`config.mk`:
```
export PLATFORM = sky130hd
export DESIGN_NAME = core_ma_lsu_load_align
export DESIGN_NICKNAME = d
export VERILOG_FILES = /design/src/rtl/core_ma_lsu_load_align.sv
export SDC_FILE = /design/constraint.sdc
export NUM_CORES = 1
export LEC_CHECK = 0
export CORE_MARGIN = 2
export CORE_UTILIZATION = 38
export CTS_CLUSTER_DIAMETER = 40
export DETAILED_ROUTE_END_ITERATION = 7
export GPL_ROUTABILITY_DRIVEN = 0
export PLACE_DENSITY = 0.57
export SETUP_SLACK_MARGIN = 0.1
export SLEW_MARGIN = 5
export SYNTH_ARGS = -nofsm -noshare
export SYNTH_HDL_FRONTEND = slang
export SYNTH_SLANG_ARGS = --single-unit
```
`constraint.sdc`:
```
create_clock -name clk -period 5.55 [get_ports clk]
set_clock_uncertainty 0.1 [all_clocks]
set_input_delay 0.555 -clock clk [delete_from_list [all_inputs] [get_ports clk]]
set_output_delay 0.555 -clock clk [all_outputs]
set_load 0.05 [all_outputs]
```
`src/rtl/core_ma_lsu_load_align.sv`:
```
// core_ma_lsu_load_align
// Load-return alignment unit for the memory-access stage. Keeps up to DEPTH
// outstanding loads in issue order, merges the one or two bus beats of a
// misaligned access, shifts and extends the result, and silently drops beats
// owed to loads that a pipeline flush has killed.
//
// Ports
//   clk                     core clock, rising edge
//   rest                    asynchronous active-low reset
//   req_valid / req_ready   load issue handshake (ready = room in the FIFO)
//   req_offset              byte offset of the load inside the bus word
//   req_op_type             B=0 H=1 W=2 D=3 BU=4 HU=5 WU=6 (D/WU only for XLEN=64)
//   avl_m0_read_data(_valid) one returned bus beat, in issue order
//   flush                   kill all pending loads
//   rsp_data / rsp_valid    aligned, extended result; valid is a one-cycle pulse
//   proto_err               sticky: a beat arrived that nobody was waiting for
module core_ma_lsu_load_align #(
    parameter int XLEN  = 32,
    parameter int DEPTH = 4,
    localparam int OFFW = $clog2(XLEN / 8)
) (
    input  logic            clk,
    input  logic            rest,
    input  logic            req_valid,
    output logic            req_ready,
    input  logic [OFFW-1:0] req_offset,
    input  logic [2:0]      req_op_type,
    input  logic [XLEN-1:0] avl_m0_read_data,
    input  logic            avl_m0_read_data_valid,
    input  logic            flush,
    output logic [XLEN-1:0] rsp_data,
    output logic            rsp_valid,
    output logic            proto_err
);
    localparam int PW = $clog2(DEPTH);
    localparam int CW = PW + 1;
    localparam int DW = $clog2(2 * DEPTH) + 1;
    localparam int SW = OFFW + 2;
    localparam logic [CW-1:0] DEPTH_C  = CW'(DEPTH);
    localparam logic [DW-1:0] DROP_MAX = DW'(2 * DEPTH);
    localparam logic [SW-1:0] NB_C     = SW'(XLEN / 8);

    localparam logic [2:0] MEM_OP_B  = 3'd0;
    localparam logic [2:0] MEM_OP_H  = 3'd1;
    localparam logic [2:0] MEM_OP_W  = 3'd2;
    localparam logic [2:0] MEM_OP_D  = 3'd3;
    localparam logic [2:0] MEM_OP_BU = 3'd4;
    localparam logic [2:0] MEM_OP_HU = 3'd5;
    localparam logic [2:0] MEM_OP_WU = 3'd6;

    // Access size in bytes; illegal ops are treated as one-beat byte loads.
    function automatic logic [3:0] op_len(input logic [2:0] op);
        case (op)
            MEM_OP_B, MEM_OP_BU: op_len = 4'd1;
            MEM_OP_H, MEM_OP_HU: op_len = 4'd2;
            MEM_OP_W, MEM_OP_WU: op_len = 4'd4;
            MEM_OP_D:            op_len = 4'd8;
            default:             op_len = 4'd1;
        endcase
    endfunction

    function automatic logic op_signed(input logic [2:0] op);
        case (op)
            MEM_OP_B, MEM_OP_H, MEM_OP_W: op_signed = 1'b1;
            default:                      op_signed = 1'b0;
        endcase
    endfunction

    function automatic logic op_legal(input logic [2:0] op);
        case (op)
            MEM_OP_B, MEM_OP_H, MEM_OP_W, MEM_OP_BU, MEM_OP_HU: op_legal = 1'b1;
            MEM_OP_D, MEM_OP_WU: op_legal = (XLEN == 64) ? 1'b1 : 1'b0;
            default:             op_legal = 1'b0;
        endcase
    endfunction

    // Keep the low nbytes bytes, fill the rest with the sign bit or zero.
    // A full-width access (W on XLEN=32, D on XLEN=64) passes through.
    function automatic logic [XLEN-1:0] extend(input logic [XLEN-1:0] a,
                                               input logic [3:0] nbytes,
                                               input logic sgn);
        int   top_i;
        logic top;
        top_i = 8 * int'(nbytes) - 1;
        if (top_i > XLEN - 1) top_i = XLEN - 1;
        top = sgn & a[top_i];
        for (int i = 0; i < XLEN; i++) extend[i] = (i <= top_i) ? a[i] : top;
    endfunction

    logic [OFFW-1:0] r_off [DEPTH];
    logic [2:0]      r_op  [DEPTH];
    logic [DEPTH-1:0] r_split;
    logic [PW-1:0]   r_wptr, r_rptr;
    logic [CW-1:0]   r_count;
    logic            r_phase;
    logic [XLEN-1:0] r_beat_buf;
    logic [DW-1:0]   r_drop_cnt;
    logic [XLEN-1:0] r_rsp_data;
    logic            r_rsp_valid;
    logic            r_proto_err;

    logic            w_enq, w_req_split, w_drop, w_take, w_store, w_done, w_unexp;
    logic [SW-1:0]   w_req_end;
    logic [OFFW-1:0] w_h_off;
    logic [2:0]      w_h_op;
    logic [XLEN-1:0] w_first, w_second, w_aligned, w_result;
    logic [DW-1:0]   w_owed, w_drop_base, w_drop_flush;
    logic [DW:0]     w_drop_sum;
    logic [PW-1:0]   w_idx;

    assign req_ready = (r_count < DEPTH_C);
    assign rsp_data  = r_rsp_data;
    assign rsp_valid = r_rsp_valid;
    assign proto_err = r_proto_err;

    // Request decode and head-of-queue beat classification.
    always_comb begin
        w_enq       = req_valid & req_ready & ~flush;
        w_req_end   = SW'(req_offset) + SW'(op_len(req_op_type));
        w_req_split = (w_req_end > NB_C);
        w_h_off     = r_off[r_rptr];
        w_h_op      = r_op[r_rptr];
        w_drop      = avl_m0_read_data_valid & (r_drop_cnt != {DW{1'b0}});
        w_take      = avl_m0_read_data_valid & ~w_drop & (r_count != {CW{1'b0}});
        w_unexp     = avl_m0_read_data_valid & ~w_drop & (r_count == {CW{1'b0}});
        w_store     = w_take & r_split[r_rptr] & ~r_phase;
        w_done      = w_take & ~w_store;
    end

    // Merge the buffered first beat with the current one, shift and extend.
    always_comb begin
        if (r_phase) begin
            w_first  = r_beat_buf;
            w_second = avl_m0_read_data;
        end else begin
            w_first  = avl_m0_read_data;
            w_second = {XLEN{1'b0}};
        end
        w_aligned = XLEN'({w_second, w_first} >> {w_h_off, 3'b000});
        if (op_legal(w_h_op)) begin
            w_result = extend(w_aligned, op_len(w_h_op), op_signed(w_h_op));
        end else begin
            w_result = {XLEN{1'b0}};
        end
    end

    // Beats still owed at a flush, counting a same-cycle beat as already received.
    always_comb begin
        w_owed = {DW{1'b0}};
        w_idx  = r_rptr;
        for (int i = 0; i < DEPTH; i++) begin
            w_idx = r_rptr + PW'(i);
            if (CW'(i) < r_count) begin
                w_owed = w_owed + DW'(1) + DW'(r_split[w_idx]);
            end else begin
                w_owed = w_owed;
            end
        end
        w_owed       = w_owed - DW'(r_phase) - DW'(w_take);
        w_drop_base  = r_drop_cnt - DW'(w_drop);
        w_drop_sum   = {1'b0, w_drop_base} + {1'b0, w_owed};
        if (w_drop_sum > {1'b0, DROP_MAX}) begin
            w_drop_flush = DROP_MAX;
        end else begin
            w_drop_flush = w_drop_sum[DW-1:0];
        end
    end

    // Queue control, drop accounting, error flag and response register.
    always_ff @(posedge clk or negedge rest) begin
        if (!rest) begin
            r_count     <= {CW{1'b0}};
            r_wptr      <= {PW{1'b0}};
            r_rptr      <= {PW{1'b0}};
            r_phase     <= 1'b0;
            r_drop_cnt  <= {DW{1'b0}};
            r_rsp_valid <= 1'b0;
            r_rsp_data  <= {XLEN{1'b0}};
            r_proto_err <= 1'b0;
        end else begin
            if (flush) begin
                r_count    <= {CW{1'b0}};
                r_wptr     <= {PW{1'b0}};
                r_rptr     <= {PW{1'b0}};
                r_phase    <= 1'b0;
                r_drop_cnt <= w_drop_flush;
            end else begin
                r_count    <= r_count + CW'(w_enq) - CW'(w_done);
                r_wptr     <= r_wptr + PW'(w_enq);
                r_rptr     <= r_rptr + PW'(w_done);
                r_drop_cnt <= w_drop_base;
                if (w_done) begin
                    r_phase <= 1'b0;
                end else if (w_store) begin
                    r_phase <= 1'b1;
                end
            end
            r_proto_err <= r_proto_err | w_unexp;
            r_rsp_valid <= w_done & ~flush;
            if (w_done & ~flush) r_rsp_data <= w_result;
        end
    end

    // Entry payload and first-beat buffer; contents are qualified by count/phase.
    always_ff @(posedge clk) begin
        if (w_enq) begin
            r_off[r_wptr]   <= req_offset;
            r_op[r_wptr]    <= req_op_type;
            r_split[r_wptr] <= w_req_split;
        end
        if (w_store) r_beat_buf <= avl_m0_read_data;
    end
endmodule

```
==> tab_implementation.tex <==
\begin{tabular}{lr}
\hline
Metric & Value \\
\hline
\multicolumn{2}{l}{\textbf{Timing}} \\
Achievable clock frequency & 210 MHz \\
Final worst path period need & 4.76 ns \\
RSZ-0062 raised after global routing & false \\
Total count of max-transition violations in the final report & 0 \\
Worst slew margin relative to its limit & between 30\% and 40\% \\
Transition time of the tightest slew-check pin & 0.964 ns \\
Setup violation total in the final timing report & 0 \\
Final worst-path cycle share & between 80\% and 90\% \\
Total negative setup slack & 0 ns \\
Final hold viol count & 0 \\
\multicolumn{2}{l}{\textbf{Detailed routing}} \\
Ratio of routed vias to standard cells & 5.45 \\
DRC violation count after routing & 0 \\
First drt pass iteration count & 4 \\
Detailed-route via count & 4320 \\
Residual antenna-violating net count after detailed routing & 0 \\
Initial detailed-routing violation count & around 410 \\
Routed wire length & 14.4 mm \\
Routed wirelength normalized by instance count & 18.2 µm \\
\multicolumn{2}{l}{\textbf{Logic synthesis}} \\
Synthesized netlist cell count & slightly above 500 \\
Syn. warnings & 0 \\
Most instantiated flip-flop cell in the synthesis netlist & sky130\_fd\_sc\_hd\_\_edfxtp\_1 \\
Nets in the synthesized netlist & 584 \\
Share of flip-flops with an asynchronous set or reset after synthesis & between 40 and 50\% \\
Portion of the post-synthesis area used by sequential elements & 47.5\% \\
Count of flip-flops with a built-in enable after synthesis & 56 \\
Number of unique standard cell types used by synthesis & a little under 60 \\
Post-Synthesis Mean Instance Area & 11.7 µm² \\
Netlist Area Pre-Place & 5960 µm² \\
Flip-flop and latch count after synthesis & 102 \\
\multicolumn{2}{l}{\textbf{Status}} \\
Result of the run & complete, no violations \\
\multicolumn{2}{l}{\textbf{CTS}} \\
Total of cells resized after clock tree synthesis & 0 \\
Total CTS buffers & 9 \\
H-tree levels & 3 \\
Clock insertion delay at the later pin of the skew report & about 0.36 ns \\
Clock sink count & 102 \\
CTS Root Cell & sky130\_fd\_sc\_hd\_\_clkbuf\_16 \\
Number of buffers inserted for hold repair after clock tree synthesis & 0 \\
Setup Buffers After CTS & 0 \\
CTS tree & built \\
Number of buffers on the longest clock path & 2 \\
Clock slew at reported path FFs & around 0.070 ns \\
\multicolumn{2}{l}{\textbf{Die}} \\
Die Area & 16700 µm² \\
I/O Pins & 77 \\
Starting density of the core & 39.1\% \\
Die Y & between 100 and 150 µm \\
Number of cell rows & 45 \\
Width of the chip & between 100 and 150 µm \\
Std-Cell Core Area & between 15000 and 20000 µm² \\
\multicolumn{2}{l}{\textbf{Layout}} \\
Synthesis-to-layout area growth & 20.7\% \\
Share of cells above drive strength 1 & 11.7\% \\
Diode count & 0 \\
Post-layout nets & 650 \\
\multicolumn{2}{l}{\textbf{Placed design}} \\
Port Buf Inserts & between 70 and 80 \\
Half-perimeter wire length after placement & slightly above 10 mm \\
\multicolumn{2}{l}{\textbf{Flow run}} \\
Maximum capacitance violations & 0 \\
\multicolumn{2}{l}{\textbf{Power and ir drop}} \\
Power density over the cells & 372 nW/µm² \\
Leak & 2.86 nW \\
Net switching component of the power & slightly below 1 mW \\
Post-layout power & 2.68 mW \\
Switching portion of total power & 36.9\% \\
Worst vdd rail ir drop & 167 µV \\
Gate power share & 39.0\% \\
Power share of the sequential group & a little over a third \\
Internal power contribution & 1.69 mW \\
Share of total power in the clock network & approximately 25\% \\
\multicolumn{2}{l}{\textbf{Worst setup path}} \\
Most Frequent Cell on Critical Path & sky130\_fd\_sc\_hd\_\_ha\_1 \\
Arr. time, crit path & 4.87 ns \\
Kind of end point of the critical path & flop \\
Destination of the worst register-to-register timing path & r\_drop\_cnt[1]\$\_DFF\_PN0\_ \\
Top Family by Delay on Critical Path & adder cells \\
Largest fanout on the critical path & 13 \\
Startpoint types & flop \\
Category of the critical setup timing path & reg -> reg \\
Cell type of the slowest stage on the worst timing path & sky130\_fd\_sc\_hd\_\_mux4\_2 \\
Crit Reg-Reg Startpoint & r\_rptr[1]\$\_DFF\_PN0\_ \\
Stage delay of the slowest cell on the critical path & 0.58 ns \\
Number of buffers and inverters on the critical path & 3 \\
Critical path, cell by cell & buf\_4 -> mux4\_2 -> a21o\_1 -> ha\_1 -> nor2\_1 -> a31oi\_1 -> ha\_1 -> mux2\_2 -> ha\_1 -> mux2i\_1 -> fa\_1 -> inv\_1 -> ha\_1 -> inv\_1 -> ha\_1 -> a21o\_1 -> a21oi\_1 -> xnor2\_1 -> a21o\_1 -> o22ai\_1 \\
Worst R2R Path Depth & 20 \\
Register-to-register setup slack & roughly 0.79 ns \\
Data required time at the worst endpoint & 5.66 ns \\
\multicolumn{2}{l}{\textbf{Worst hold path}} \\
Hold Crit Class & in -> async \\
\multicolumn{2}{l}{\textbf{Global route}} \\
Number of global-route vias before repair & 4287 \\
Overall fraction of global-route tracks in use & 17.9\% \\
Global-route wire length before repair & 22.9 mm \\
Total global routing overflow & 0 \\
Initial antenna violation count & 0 \\
Largest net degree at the start of global routing & 47 \\
\hline
\end{tabular}
==> cell usage after synthesis, drive strengths merged (4+ instances only) <==
cell | count | area share (%)
nor2 | 22 | 1.4
nor3 | 6 | 0.69
mux2 | 13 | 2.5
ha | 28 | 5.9
mux4 | 13 | 4.9
a21oi | 8 | 0.67
a22oi | 7 | 0.97
buf | 15 | 1.7
nand2 | 51 | 3.2
fa | 4 | 1.3
nor2b | 10 | 1.0
a31o | 7 | 1.0
edfxtp | 56 | 28
a22o | 7 | 1.0
inv | 31 | 2.0
a221o | 17 | 3.0
dfrtp | 46 | 19
xnor2 | 7 | 1.0
mux2i | 53 | 8.9
nand3 | 8 | 0.67
xor2 | 4 | 0.59
o21ai | 28 | 2.4
a31oi | 6 | 0.63
clkbuf | 13 | 0.84
o22ai | 18 | 1.9
==> worst reg2reg max path: stages (launching register included) <==
cell,delay [ns]
sky130_fd_sc_hd__dfrtp_1,0.32
sky130_fd_sc_hd__buf_4,0.23
sky130_fd_sc_hd__mux4_2,0.58
sky130_fd_sc_hd__a21o_1,0.18
sky130_fd_sc_hd__ha_1,0.27
sky130_fd_sc_hd__nor2_1,0.04
sky130_fd_sc_hd__a31oi_1,0.20
sky130_fd_sc_hd__ha_1,0.26
sky130_fd_sc_hd__mux2_2,0.28
sky130_fd_sc_hd__ha_1,0.28
sky130_fd_sc_hd__mux2i_1,0.08
sky130_fd_sc_hd__fa_1,0.37
sky130_fd_sc_hd__inv_1,0.08
sky130_fd_sc_hd__ha_1,0.27
sky130_fd_sc_hd__inv_1,0.07
sky130_fd_sc_hd__ha_1,0.22
sky130_fd_sc_hd__a21o_1,0.18
sky130_fd_sc_hd__a21oi_1,0.17
sky130_fd_sc_hd__xnor2_1,0.17
sky130_fd_sc_hd__a21o_1,0.18
sky130_fd_sc_hd__o22ai_1,0.10
==> layout by cell type (no fill, tap or decap), drive strengths merged, types with 2 or more instances in the layout <==
cell	count
edfxtp	56
a21oi	8
nand4	2
a21o	3
nor2	22
a22o	7
fa	4
and3	2
a2111oi	2
clkbuf	11
nand3	8
a22oi	7
mux2	13
a31o	7
o211ai	3
xnor2	7
nand2	51
nor3	6
o21ai	28
nor2b	10
mux2i	53
ha	28
clkdlybuf4s50	75
a221o	17
o22ai	18
xor2	4
inv	32
clkinv	3
dfrtp	46
or3	2
a31oi	6
mux4	13
buf	8
==> routing by layer <==
metal  part of all wire [%]  global-route usage [%]  wire length [µm]  vias to the layer above
li1                       -                       -                 -                     2052
met1                     47                    24.8              6700                     2129
met2                     46                    28.3              6670                      123
met3                    5.7                    3.34               816                       16
met4                    1.5                    6.39               209                        0
met5                      0                       0                 0                        -
==> logic make-up (layout without fill, tap and decap cells) <==
logic type	Yosys count	count (layout)	share of synthesized area [%]
multiplexers	79	79	16.3
flip-flops	102	102	47.5
adder cells (fa/ha/maj)	32	32	7.22
AO/OA/AOI/OAI	116	116	14.1
XOR/XNOR	11	11	1.62
AND/OR/NAND/NOR	110	110	8.73
buffers and inverters	60	131	4.58
==> final cells by class <==
| cell class | count | area (µm²) |
|---|---|---|
| Sequential cell | 102 | 2830 |
| Tap cell | 211 | 264 |
| Multi-Input combinational cell | 348 | 2860 |
| Fill cell | 1423 | 8060 |
| Inverter | 32 | 120 |
| Clock buffer | 11 | 254 |
| Clock inverter | 5 | 56.3 |
| Timing Repair Buffer | 83 | 808 |
==> how the worst max path moves through the flow <==
stage / cells past startpoint / to / slack [ns] / start
final: 20 / r_drop_cnt[1]$_DFF_PN0_ / 0.79 / r_rptr[1]$_DFF_PN0_
after global routing: 21 / r_drop_cnt[1]$_DFF_PN0_ / 0.43 / r_count[2]$_DFF_PN0_
after CTS: 20 / r_drop_cnt[1]$_DFF_PN0_ / 0.79 / r_rptr[1]$_DFF_PN0_
after detailed placement: 20 / r_drop_cnt[1]$_DFF_PN0_ / 0.85 / r_rptr[1]$_DFF_PN0_
after global placement: 20 / r_drop_cnt[1]$_DFF_PN0_ / 0.93 / r_rptr[1]$_DFF_PN0_
after floorplan: 21 / r_drop_cnt[1]$_DFF_PN0_ / 0.90 / r_count[2]$_DFF_PN0_
==> per-stage QoR <==
stage / instances / instance area (µm²) / utilization [%] / hold slack, ns / setup WS [ns]
after CTS: 792 / 7200 / 47.2 / 0.213 / 0.793
after global routing: 792 / 7200 / 47.2 / 0.249 / 0.427
after detailed placement: 776 / 6890 / 45.1 / 0.369 / 0.849
after global placement: 776 / 6890 / 45.1 / 0.353 / 0.928
after floorplan: 510 / 5960 / - / 0.159 / 0.896
final: 792 / 7200 / 47.2 / 0.186 / 0.791
==> flip-flops by register name, summed over array words and instances (netlist names) <==
register,flops
r_split,4
r_op,12
r_beat_buf,32
r_wptr,2
r_phase,1
r_off,8
r_drop_cnt,4
proto_err,1
rsp_valid,1
rsp_data,32
r_rptr,2
r_count,3
==> power by group through the flow <==
stage | logic (mW) | clock network [mW] | registers (mW)
2_1_floorplan | 0.536 | 0 | 1.16
3_3_place_gp | 1.02 | 0 | 0.975
3_5_place_dp | 1.04 | 0 | 0.979
4_1_cts | 1.05 | 0.685 | 0.962
5_1_grt | 1.13 | 0.715 | 0.972
6_report | 1.04 | 0.673 | 0.961
(Power assumes the default switching activity.)
